**config.mk**
```make
export PLATFORM = sky130hd
export DESIGN_NAME = pwm_led_array_flat
export DESIGN_NICKNAME = d
export VERILOG_FILES = /design/src/rtl/pwm_led_pkg.sv /design/src/rtl/pwm_led_if.sv /design/src/rtl/pwm_led_channel.sv /design/src/rtl/pwm_led_array.sv /design/src/flat_wrapper.sv
export SDC_FILE = /design/constraint.sdc
export NUM_CORES = 2
export LEC_CHECK = 0
export ABC_AREA = 1
export CORE_MARGIN = 4
export CORE_UTILIZATION = 45
export CTS_CLUSTER_DIAMETER = 40
export DETAILED_ROUTE_END_ITERATION = 7
export PLACE_DENSITY_LB_ADDON = 0.25
export SETUP_SLACK_MARGIN = 0.5
export SYNTH_ARGS = -nofsm -noshare
export SYNTH_HDL_FRONTEND = slang
export SYNTH_HIERARCHICAL = 1
export SYNTH_SLANG_ARGS = --single-unit
export TNS_END_PERCENT = 5
```
**constraint.sdc**
```tcl
create_clock -name clk -period 21.8 [get_ports clk]
set_input_delay 2.18 -clock clk [delete_from_list [all_inputs] [get_ports clk]]
set_output_delay 2.18 -clock clk [all_outputs]
set_load 0.01 [all_outputs]
```
**src/rtl/pwm_led_pkg.sv**
```systemverilog
// Shared constants, CTRL register layout and gamma helper for the LED PWM array.
package pwm_led_pkg;

    localparam int unsigned DATA_W        = 8;
    localparam int unsigned PWM_W         = 8;
    localparam int unsigned PROD_W        = 2 * PWM_W;
    localparam int unsigned PWM_MAX       = (2 ** PWM_W) - 1;
    localparam int unsigned STEP_W        = 4;

    // All-ones pattern; the top truncates it to its own address width.
    localparam logic [31:0] CTRL_ADDR     = '1;

    localparam int unsigned CTRL_EN_BIT   = 0;
    localparam int unsigned CTRL_STEP_LSB = 4;
    localparam int unsigned CTRL_STEP_MSB = 7;

    // Square-law brightness correction: level^2 / (2^W-1), truncated.
    function automatic logic [PWM_W-1:0] gamma(input logic [PWM_W-1:0] level);
        logic [PROD_W-1:0] prod;
        prod = PROD_W'(level) * PROD_W'(level);
        return PWM_W'(prod / PROD_W'(PWM_MAX));
    endfunction

endpackage

```
**src/rtl/pwm_led_if.sv**
```systemverilog
// Device bus bundle: address/strobe/direction/data towards the LED block.
interface pwm_led_if #(
    parameter int unsigned ADDR_WIDTH = 4
);
    import pwm_led_pkg::*;

    logic [ADDR_WIDTH-1:0] address;
    logic                  enable;
    logic                  mode;
    logic [DATA_W-1:0]     data_in;
    logic [DATA_W-1:0]     data_out;

    modport master (output address, enable, mode, data_in, input data_out);
    modport slave  (input address, enable, mode, data_in, output data_out);

endinterface

```
**src/rtl/pwm_led_channel.sv**
```systemverilog
// One LED channel: fade level, gamma, period-aligned duty latch and compare.
module pwm_led_channel
    import pwm_led_pkg::*;
(
    input  logic              clk,
    input  logic              reset,
    input  logic [PWM_W-1:0]  target,
    input  logic [STEP_W-1:0] step,
    input  logic              tick,
    input  logic [PWM_W-1:0]  cnt,
    input  logic              period_end,
    input  logic              out_en,
    output logic              led
);

    logic [PWM_W-1:0] level;
    logic [PWM_W-1:0] duty;
    logic [PWM_W-1:0] step_w;
    logic [PWM_W-1:0] level_nxt_c;
    logic [PWM_W-1:0] duty_nxt_c;
    logic [PWM_W-1:0] cnt_nxt_c;

    // Fade toward target by step per tick, saturating; step 0 tracks target directly.
    always_comb begin
        level_nxt_c = level;
        step_w      = PWM_W'(step);
        if (step == '0) begin
            level_nxt_c = target;
        end else if (tick) begin
            if (target > level) begin
                level_nxt_c = ((target - level) > step_w) ? (level + step_w) : target;
            end else if (target < level) begin
                level_nxt_c = ((level - target) > step_w) ? (level - step_w) : target;
            end
        end
    end

    // Duty and counter as they will be after this edge, so LED lines up with the period.
    always_comb begin
        duty_nxt_c = period_end ? gamma(level) : duty;
        cnt_nxt_c  = period_end ? '0 : (cnt + PWM_W'(1));
    end

    // Level, duty latch and registered PWM output.
    always_ff @(posedge clk) begin
        if (reset) begin
            level <= '0;
            duty  <= '0;
            led   <= 1'b0;
        end else begin
            level <= level_nxt_c;
            duty  <= duty_nxt_c;
            led   <= out_en && (cnt_nxt_c < duty_nxt_c);
        end
    end

endmodule

```
**src/rtl/pwm_led_array.sv**
```systemverilog
// N-channel gamma-corrected LED PWM driver with hardware fade on the 8-bit device bus.
module pwm_led_array
    import pwm_led_pkg::*;
#(
    parameter int unsigned CHANNELS   = 10,
    parameter int unsigned ADDR_WIDTH = 4,
    parameter int unsigned PWM_WIDTH  = 8,
    parameter int unsigned FADE_DIV   = 65536
) (
    input  logic                clk,
    input  logic                reset,
    pwm_led_if.slave            bus,
    output logic [CHANNELS-1:0] LED
);

    localparam int unsigned PRE_W = (FADE_DIV > 1) ? $clog2(FADE_DIV) : 1;
    localparam logic [PWM_WIDTH-1:0] CNT_LAST = PWM_WIDTH'((2 ** PWM_WIDTH) - 2);
    localparam logic [PRE_W-1:0]     PRE_LAST = PRE_W'(FADE_DIV - 1);

    logic [PWM_W-1:0]     target [CHANNELS];
    logic                 en_q;
    logic [STEP_W-1:0]    step_q;
    logic [PWM_WIDTH-1:0] cnt;
    logic [PRE_W-1:0]     prescaler;

    logic                 wr_c;
    logic                 rd_c;
    logic                 ctrl_sel_c;
    logic                 en_nxt_c;
    logic                 tick_c;
    logic                 period_end_c;
    logic [DATA_W-1:0]    rdata_c;

    // Bus decode, read mux and the enable value that will hold after this edge.
    always_comb begin
        wr_c       = bus.enable && bus.mode;
        rd_c       = bus.enable && !bus.mode;
        ctrl_sel_c = (bus.address == ADDR_WIDTH'(CTRL_ADDR));
        en_nxt_c   = (wr_c && ctrl_sel_c) ? bus.data_in[CTRL_EN_BIT] : en_q;
        rdata_c    = '0;
        if (ctrl_sel_c) begin
            rdata_c[CTRL_STEP_MSB:CTRL_STEP_LSB] = step_q;
            rdata_c[CTRL_EN_BIT]                 = en_q;
        end
        for (int i = 0; i < CHANNELS; i++) begin
            if (bus.address == ADDR_WIDTH'(i)) begin
                rdata_c = target[i];
            end
        end
    end

    // Period and fade-tick strobes.
    always_comb begin
        tick_c       = (prescaler == PRE_LAST);
        period_end_c = (cnt == CNT_LAST);
    end

    // TARGET/CTRL register writes and registered read data.
    always_ff @(posedge clk) begin
        if (reset) begin
            for (int i = 0; i < CHANNELS; i++) begin
                target[i] <= '0;
            end
            en_q         <= 1'b1;
            step_q       <= '0;
            bus.data_out <= '0;
        end else begin
            if (wr_c) begin
                if (ctrl_sel_c) begin
                    en_q   <= bus.data_in[CTRL_EN_BIT];
                    step_q <= bus.data_in[CTRL_STEP_MSB:CTRL_STEP_LSB];
                end
                for (int i = 0; i < CHANNELS; i++) begin
                    if (bus.address == ADDR_WIDTH'(i)) begin
                        target[i] <= bus.data_in;
                    end
                end
            end
            if (rd_c) begin
                bus.data_out <= rdata_c;
            end
        end
    end

    // PWM period counter (0..2^W-2) and fade prescaler (0..FADE_DIV-1).
    always_ff @(posedge clk) begin
        if (reset) begin
            cnt       <= '0;
            prescaler <= '0;
        end else begin
            cnt       <= period_end_c ? '0 : (cnt + PWM_WIDTH'(1));
            prescaler <= tick_c ? '0 : (prescaler + PRE_W'(1));
        end
    end

    for (genvar i = 0; i < CHANNELS; i++) begin : g_ch
        pwm_led_channel u_ch (
            .clk        (clk),
            .reset      (reset),
            .target     (target[i]),
            .step       (step_q),
            .tick       (tick_c),
            .cnt        (cnt),
            .period_end (period_end_c),
            .out_en     (en_nxt_c),
            .led        (LED[i])
        );
    end

endmodule
```
**src/flat_wrapper.sv**
```systemverilog
// flat-port wrapper written by rule: the top's interface ports become plain ports
module pwm_led_array_flat import pwm_led_pkg::*;
#(
    parameter int unsigned CHANNELS   = 10,
    parameter int unsigned ADDR_WIDTH = 4,
    parameter int unsigned PWM_WIDTH  = 8,
    parameter int unsigned FADE_DIV   = 65536
)
  (clk, reset, LED, bus_address, bus_enable, bus_mode, bus_data_in, bus_data_out);
  pwm_led_if #(.ADDR_WIDTH(ADDR_WIDTH)) bus_i ();
  input  logic clk;
  input  logic reset;
  output logic [CHANNELS-1:0] LED;
  input wire logic [$bits(bus_i.address)-1:0] bus_address;
  input wire logic [$bits(bus_i.enable)-1:0] bus_enable;
  input wire logic [$bits(bus_i.mode)-1:0] bus_mode;
  input wire logic [$bits(bus_i.data_in)-1:0] bus_data_in;
  output wire logic [$bits(bus_i.data_out)-1:0] bus_data_out;
  assign bus_i.address = bus_address;
  assign bus_i.enable = bus_enable;
  assign bus_i.mode = bus_mode;
  assign bus_i.data_in = bus_data_in;
  assign bus_data_out = bus_i.data_out;
  pwm_led_array #(.CHANNELS(CHANNELS), .ADDR_WIDTH(ADDR_WIDTH), .PWM_WIDTH(PWM_WIDTH), .FADE_DIV(FADE_DIV)) u_core (.clk(clk), .reset(reset), .bus(bus_i), .LED(LED));
endmodule
```
# Yosys cells after proc, flatten, opt, wreduce, memory -nomap -nowiden
# Memory sizes are Yosys's and may differ from the RTL's.
# Cells that the tools add are included.
dict set report word_totals {
  ff_bits 207
  out_inout_bits 18
  ramBits 80
  wordCells 345
  in_bits 16
  memories 1
}
dict set report classes {
  reduce_logical 39
  multipliers 10
  n_eq_ne 12
  n_addsub 42
  bitwise_logic 10
  muxes 136
  n_lt_le_gt_ge 50
  div 10
}
# memory words width rd rd_ports_with_merged_regs write_ports line
set mem_list {}
lappend mem_list {u_core.target 10 8 10 0 10 pwm_led_array.sv:20} ;# logic [PWM_W-1:0] target [CHANNELS];
# op count
set ops {}
lappend ops {{two-way mux 8 bit} 91}
lappend ops {{divider 16 x 8 -> 16 bit (second input constant)} 10}
lappend ops {{> comparator 8 x 4 -> 1 bit} 20}
lappend ops {{< comparator 8 bit} 20}
lappend ops {{multiplier 8 x 8 -> 16 bit} 10}
lappend ops {{subtractor 8 bit} 20}
lappend ops {{adder 8 x 4 -> 8 bit} 10}
lappend ops {{> comparator 8 bit} 10}
lappend ops {{subtractor 8 x 4 -> 8 bit} 10}
lappend ops {{two-way mux 1 bit} 44}
lappend ops {{nonzero test 3 bit} 10}
lappend ops {{AND reduction 2 bit} 11}
lappend ops {{adder 16 x 1 -> 16 bit (second input constant)} 1}
lappend ops {{== test 16 bit (second input constant)} 1}
lappend ops {{== test 4 x 3 -> 1 bit (second input constant)} 4}
lappend ops {{logical AND 1 bit} 13}
lappend ops {{== test 4 bit (second input constant)} 3}
lappend ops {{bitwise OR 1 bit} 10}
lappend ops {{adder 8 x 1 -> 8 bit (second input constant)} 1}
lappend ops {{== test 4 x 2 -> 1 bit (second input constant)} 2}
lappend ops {{== test 8 bit (second input constant)} 1}
lappend ops {{zero test 4 bit} 2}
lappend ops {{== test 4 x 1 -> 1 bit (second input constant)} 1}
lappend ops {{two-way mux 4 bit} 1}
lappend ops {{other kinds (3)} 3}

# Longest topological paths before layout
dict set report logic_depth {
  depth_word 12
  mapped_depth 74
  mapped_depth_nobuf 73
}

# By module
# Netlist, hierarchy kept.
# module instances cells_each area_per_inst_um2 seq_area_each_um2
set by_module_without_submodules {}
lappend by_module_without_submodules {{pwm_led_channel (u_core.g_ch[5].u_ch ...)} 4 962 5813.1 340.3}
lappend by_module_without_submodules {{pwm_led_channel (u_core.g_ch[0].u_ch ...)} 3 997 5985.7 340.3}
lappend by_module_without_submodules {{pwm_led_channel (u_core.g_ch[3].u_ch)} 1 1035 6470.0 340.3}
lappend by_module_without_submodules {{pwm_led_channel (u_core.g_ch[9].u_ch)} 1 1016 6185.9 340.3}
lappend by_module_without_submodules {{pwm_led_channel (u_core.g_ch[2].u_ch)} 1 999 6002.0 340.3}
lappend by_module_without_submodules {pwm_led_array 1 575 5188.7 3143.0}

# Worst setup path before layout
# OpenSTA, ideal clock, no wires.
dict set report synth_path {
  kind {flip-flop to flip-flop}
  from {reg u_core.g_ch[2].u_ch.level[7]}
  to {reg u_core.g_ch[2].u_ch.led}
  synth_period_minus_slack_ns 8.480
  setup_time_ns 0.066
  setup_slack_ns 13.320
  arrival_time_ns 8.414
  path_buffers 2
  path_stages_with_launch 66
  required_ns 21.734
  path_cell_list {dfxtp_1 > clkbuf_1 > nand2_1 > fa_1 > inv_1 > fa_1 > fa_1 > inv_1 > fa_1 > inv_1 > ha_1 > nand2_1 > inv_1 > nand2_1 > nand2_1 > inv_1 > nand2_1 > nand2_1 > (+30 left out) > nand4_1 > nor2_2 > nand2_2 > nand2_1 > nand2_1 > nand2_1 > inv_1 > ha_1 > nand2_1 > inv_1 > nand2_1 > o21ai_0 > ha_1 > nand2_1 > nand2_1 > nand2_1 > nand2_1 > a21oi_2}
}
dict set report synth_between {
  elab_chain_len 5
}
# element line
set synth_rtl {}
lappend synth_rtl {{start: declaration} pwm_led_channel.sv:16} ;# logic [PWM_W-1:0] level;
lappend synth_rtl {{start signal: assignment} pwm_led_channel.sv:51} ;# level <= level_nxt_c;
lappend synth_rtl {{multiplier 8 x 8 -> 16 bit} pwm_led_pkg.sv:20} ;# prod = PROD_W'(level) * PROD_W'(level);
lappend synth_rtl {{divider 16 x 8 -> 16 bit} pwm_led_pkg.sv:21} ;# return PWM_W'(prod / PROD_W'(PWM_MAX));
lappend synth_rtl {{two-way mux 8 bit} pwm_led_channel.sv:40} ;# duty_nxt_c = period_end ? gamma(level) : duty;
lappend synth_rtl {{< comparator 8 bit} pwm_led_channel.sv:53} ;# led <= out_en && (cnt_nxt_c < duty_nxt_c);
lappend synth_rtl {{logical AND 1 bit} pwm_led_channel.sv:53}
lappend synth_rtl {{end signal: assignment} pwm_led_channel.sv:53}
lappend synth_rtl {{end: declaration} pwm_led_channel.sv:13} ;# output logic led
# Every way passes these cells.
# A chain may end at the register's enable or synchronous reset.

# Worst setup path in the final report
dict set report layout_path {
  from {reg u_core.g_ch[4].u_ch.level[4]}
  to {reg u_core.g_ch[4].u_ch.led}
}
dict set report layout_between {
  elab_chain_len 5
}
# element line
set layout_rtl {}
lappend layout_rtl {{start: declaration} pwm_led_channel.sv:16}
lappend layout_rtl {{start signal: assignment} pwm_led_channel.sv:51}
lappend layout_rtl {{multiplier 8 x 8 -> 16 bit} pwm_led_pkg.sv:20}
lappend layout_rtl {{divider 16 x 8 -> 16 bit} pwm_led_pkg.sv:21}
lappend layout_rtl {{two-way mux 8 bit} pwm_led_channel.sv:40}
lappend layout_rtl {{< comparator 8 bit} pwm_led_channel.sv:53}
lappend layout_rtl {{logical AND 1 bit} pwm_led_channel.sv:53}
lappend layout_rtl {{end signal: assignment} pwm_led_channel.sv:53}
lappend layout_rtl {{end: declaration} pwm_led_channel.sv:13}
# Every way passes these cells.

==> out/qor.txt <==
FLOORPLANNING
-----------------------------------------------------------------------------------------------------------------
Horizontal extent of the die .......................................................................  388 microns
Standard-cell row count ............................................................................          139
Area inside the core boundary ...................................................................... 144000 sq um
Total I/O pin count ................................................................................           34
Vertical die dimension .............................................................................  388 microns
Initial Utilization ................................................................................        0.453
Die area ........................................................................................... 151000 sq um

CRITICAL PATH
-----------------------------------------------------------------------------------------------------------------
Peak per-stage delay on the critical path ..........................................................      0.65 ns
Worst reg2reg path depth ...........................................................................           57
Cell repeated most along the worst path ............................................................ sky130_fd_sc_hd__nand2_1
Arrival @ worst endpoint ...........................................................................     10.20 ns
Required time of the critical path .................................................................     22.34 ns
Top cell family by delay on the critical path ...................................................... simple AND/OR/NAND/NOR gates
Maximum fanout along the worst path ................................................................           12
Start of the worst register-to-register path ....................................................... u_core/g_ch[4].u_ch/level[4]
Crit Path Class ....................................................................................   reg -> reg
Endpoint of the lowest-slack register-to-register path ............................................. u_core/g_ch[4].u_ch/led
Highest-delay cell along the critical path ......................................................... sky130_fd_sc_hd__dfxtp_1
Worst Setup Start Kind .............................................................................    flip-flop
Crit path buffers/inverters ........................................................................            7
Slack of the worst reg-to-reg path .................................................................     12.15 ns
Endpoint kind of the worst setup timing path .......................................................    flip-flop

GLOBAL ROUTE
-----------------------------------------------------------------------------------------------------------------
Global-route usage over all layers .................................................................        0.230
Via count of the first global-routing pass .........................................................        61.3k
Total congestion overflow ..........................................................................            0
Global-route wire length before repair ............................................................. 297000 microns
Initial antenna violation count ....................................................................            6
Largest net degree at the start of global routing ..................................................           81

POWER
-----------------------------------------------------------------------------------------------------------------
Maximum ir drop on the vdd rail ....................................................................      74.1 uV
Total power ........................................................................................    0.00419 W
LEAKAGE ............................................................................................      37.9 nW
Power Dens Cells ................................................................................... 60.1 nW/um^2

CLOCK TREE
-----------------------------------------------------------------------------------------------------------------
Total of cells resized after clock tree synthesis ..................................................            0
Source-to-sink clock delay at the later pin of the worst-skew pair .................................      0.63 ns
TritonCTS clock tree ...............................................................................          yes
Root buffer cell ................................................................................... sky130_fd_sc_hd__clkbuf_16
Buffer levels on the longest clock path ............................................................            3
Number of clock buffers inserted by TritonCTS ......................................................           71
Clock-pin slew on the worst setup and hold paths ...................................................      0.05 ns
Clock Sink Count ...................................................................................          287
Post-CTS Setup Inserts .............................................................................            0
Depth of the CTS H-tree ............................................................................            3
Number of hold buffers added after CTS .............................................................            0

MIN PATH
-----------------------------------------------------------------------------------------------------------------
Path category of the worst min-delay check .........................................................   reg -> reg
Number of instances on the worst hold path .........................................................            1
Critical hold path startpoint ...................................................................... u_core/prescaler[0]
Hold endpoint ...................................................................................... u_core/prescaler[0]

DETAILED ROUTING
-----------------------------------------------------------------------------------------------------------------
Total wirelength of the detailed-routed design ..................................................... 176000 microns
Routed Antenna Nets ................................................................................            0
DRC violations left ................................................................................            0
Violation count after the first detailed-route iteration ...........................................         4134
Mean routed wirelength per cell .................................................................... 14.3 microns
First-pass iteration count of the detailed router ..................................................            8
Routed vias ........................................................................................        64.4k
Vias per cell ......................................................................................         5.21

TIMING
-----------------------------------------------------------------------------------------------------------------
Final worst hold slack .............................................................................     0.458 ns
Part of the cycle the worst path needs .............................................................        0.443
Tmin final .........................................................................................      9.65 ns
Worst rel slew slack ...............................................................................        0.176
Slew at the pin with the worst max-slew slack ......................................................      1.23 ns
Count of endpoints failing setup in the final report ...............................................            0
Worst clock skew ...................................................................................    0.0328 ns
Total count of max-transition violations in the final report .......................................            0
Maximum clock frequency ............................................................................      104 MHz
Total count of hold-check failures in the final report .............................................            0
Total negative setup slack .........................................................................         0 ns
Unrepaired setup endpoints after global routing ....................................................           no

LOGIC SYNTHESIS
-----------------------------------------------------------------------------------------------------------------
Area fraction in compound gates after synthesis ....................................................        0.117
Largest family of logic cells by synthesized area .................................................. simple AND/OR/NAND/NOR gates
Arithmetic-cell share of the synthesized area counting full adders, half adders and majority gates .        0.224
Avg Synthesized Cell Area ..........................................................................   6.22 sq um
Fraction of registers with async set/reset .........................................................            0
Number of library cell types mapped by synthesis ...................................................           71
Most frequently used flop master after synthesis ................................................... sky130_fd_sc_hd__dfxtp_1
Synthesized instance count .........................................................................        10.5k
Post-synthesis xor/xnor area fraction ..............................................................       0.0408
Post-synthesis instance area .......................................................................  65100 sq um
Sequential area share after synthesis ..............................................................        0.101
Register bit total from synthesis ..................................................................          287
YS warnings ........................................................................................            6
Net count after synthesis ..........................................................................        11.5k
Post-synth EDFFs ...................................................................................           80
Synth Area in Simple Gates .........................................................................        0.387
Share of cell area taken by muxes after synthesis ..................................................            0

PLACED DESIGN
-----------------------------------------------------------------------------------------------------------------
Half-perimeter wire length after placement ......................................................... 140000 microns
Gp weighted congestion .............................................................................        0.907
Quantity of I/O buffers inserted on ports ..........................................................           33

JOB
-----------------------------------------------------------------------------------------------------------------
Number of max-cap violations .......................................................................            0

FINISH
-----------------------------------------------------------------------------------------------------------------
Syn-to-layout area delta ...........................................................................        7.07%
Number of filler cells placed in the layout ........................................................        15.0k
Share of final-layout standard cells stronger than drive strength 1 ................................       0.0953
Final Net Count ....................................................................................        11.4k

STATUS
-----------------------------------------------------------------------------------------------------------------
Outcome ............................................................................................    completed

cell usage after synthesis (all sizes together) (2+ instances only):
cell	instances	area, sq um
nor4	16	100
o311ai	16	140
inv	1997	7510
o22ai	5	31.3
a21oi	464	2430
nor3	96	562
nand2	3118	12900
o2111ai	21	184
o21a	5	37.5
o211ai	78	611
xnor2	47	412
a221oi	46	403
a31oi	63	394
o31ai	32	260
a221o	10	100
xor2	252	2240
dfxtp	207	4140
or2	49	307
ha	703	8800
and2	2	15.0
buf	24	185
nor2	993	4400
a21boi	8	60.1
fa	290	5810
nand3	853	5190
clkinv	24	100
o21bai	26	199
nor3b	12	90.1
edfxtp	80	2400
o21ai	531	2720
clkbuf	178	678
nand4	159	1150
nand3b	54	435
power breakdown:
group	switching [W]	internal (W)	leakage (nW)
Clock	0.000383	0.000741	1.21
Combinational	0.00161	0.000811	34.2
Sequential	0.0000667	0.000574	2.46
routing by layer:
layer | wire length (microns) | GRT usage
met5 | 58 | 0
met3 | 10100 | 0.0332
met4 | 4950 | 0.0654
met2 | 80500 | 0.388
met1 | 80600 | 0.307
through the flow:
step,setup WS [ns],util,area (sq um),instances
4_1_cts,12.10,0.485,69700,12400
2_1_floorplan,13.32,-,65100,10500
3_5_place_dp,12.19,0.467,67200,12200
5_1_grt,11.16,0.485,69700,12400
6_report,12.15,0.485,69700,12400
3_3_place_gp,12.36,0.467,67200,12200
sequential cells by signal, summed over array words and instances (netlist names):
signal / count
u_core/g_ch.u_ch/duty: 80
u_core/g_ch.u_ch/level: 80
u_core/target: 80
u_core/prescaler: 16
u_core/g_ch.u_ch/led: 10
u_core/bus.data_out: 8
u_core/cnt: 8
u_core/step_q: 4
u_core/en_q: 1
final cells by class:
class,instances,area [sq um],share of cell area
Antenna cell,3,7.51,0.000108
Clock buffer,81,1900,0.0272
Clock inverter,50,603,0.00866
Inverter,2021,7610,0.109
Multi-Input combinational cell,7954,50000,0.718
Sequential cell,287,6560,0.0941
Tap cell,1903,2380,0.0342
Timing Repair Buffer,63,557,0.00799
worst max-delay path by stage:
stage | startpoint | endpoint | slack [ns] | cells past startpoint
after floorplan | u_core/g_ch[2].u_ch/level[7] | u_core/g_ch[2].u_ch/led | 13.32 | 65
after global placement | u_core/g_ch[3].u_ch/level[4] | u_core/g_ch[3].u_ch/led | 12.36 | 63
after detailed placement | u_core/g_ch[0].u_ch/level[4] | u_core/g_ch[0].u_ch/led | 12.19 | 59
after CTS | u_core/g_ch[0].u_ch/level[4] | u_core/g_ch[0].u_ch/led | 12.10 | 59
after global routing | u_core/g_ch[4].u_ch/level[5] | u_core/g_ch[4].u_ch/led | 11.16 | 57
final | u_core/g_ch[4].u_ch/level[4] | u_core/g_ch[4].u_ch/led | 12.15 | 57
cell families after synthesis:
family,Yosys count
and+or+nand+nor,5353
buffers and inverters,2223
AOI/OAI and AO/OA,1309
adders and majority gates,993
xor gates and xnor gates,299
DFF,287
placed cells by master (no fill, tap or decap), types with 44 or more instances in the layout:
cell,instances
sky130_fd_sc_hd__a21oi_1,438
sky130_fd_sc_hd__a221oi_1,46
sky130_fd_sc_hd__a31oi_1,63
sky130_fd_sc_hd__clkbuf_16,73
sky130_fd_sc_hd__dfxtp_1,198
sky130_fd_sc_hd__edfxtp_1,80
sky130_fd_sc_hd__fa_1,290
sky130_fd_sc_hd__ha_1,703
sky130_fd_sc_hd__inv_1,1885
sky130_fd_sc_hd__inv_2,107
sky130_fd_sc_hd__nand2_1,2822
sky130_fd_sc_hd__nand2_2,202
sky130_fd_sc_hd__nand2_4,93
sky130_fd_sc_hd__nand3_1,722
sky130_fd_sc_hd__nand3_2,96
sky130_fd_sc_hd__nand3b_1,46
sky130_fd_sc_hd__nand4_1,141
sky130_fd_sc_hd__nor2_1,845
sky130_fd_sc_hd__nor2_2,98
sky130_fd_sc_hd__nor2_4,44
sky130_fd_sc_hd__nor3_1,86
sky130_fd_sc_hd__o211ai_1,73
sky130_fd_sc_hd__o21ai_0,444
sky130_fd_sc_hd__o21ai_1,75
sky130_fd_sc_hd__or2_2,46
sky130_fd_sc_hd__xnor2_1,47
sky130_fd_sc_hd__xor2_1,247
(Power assumes the default switching activity.)
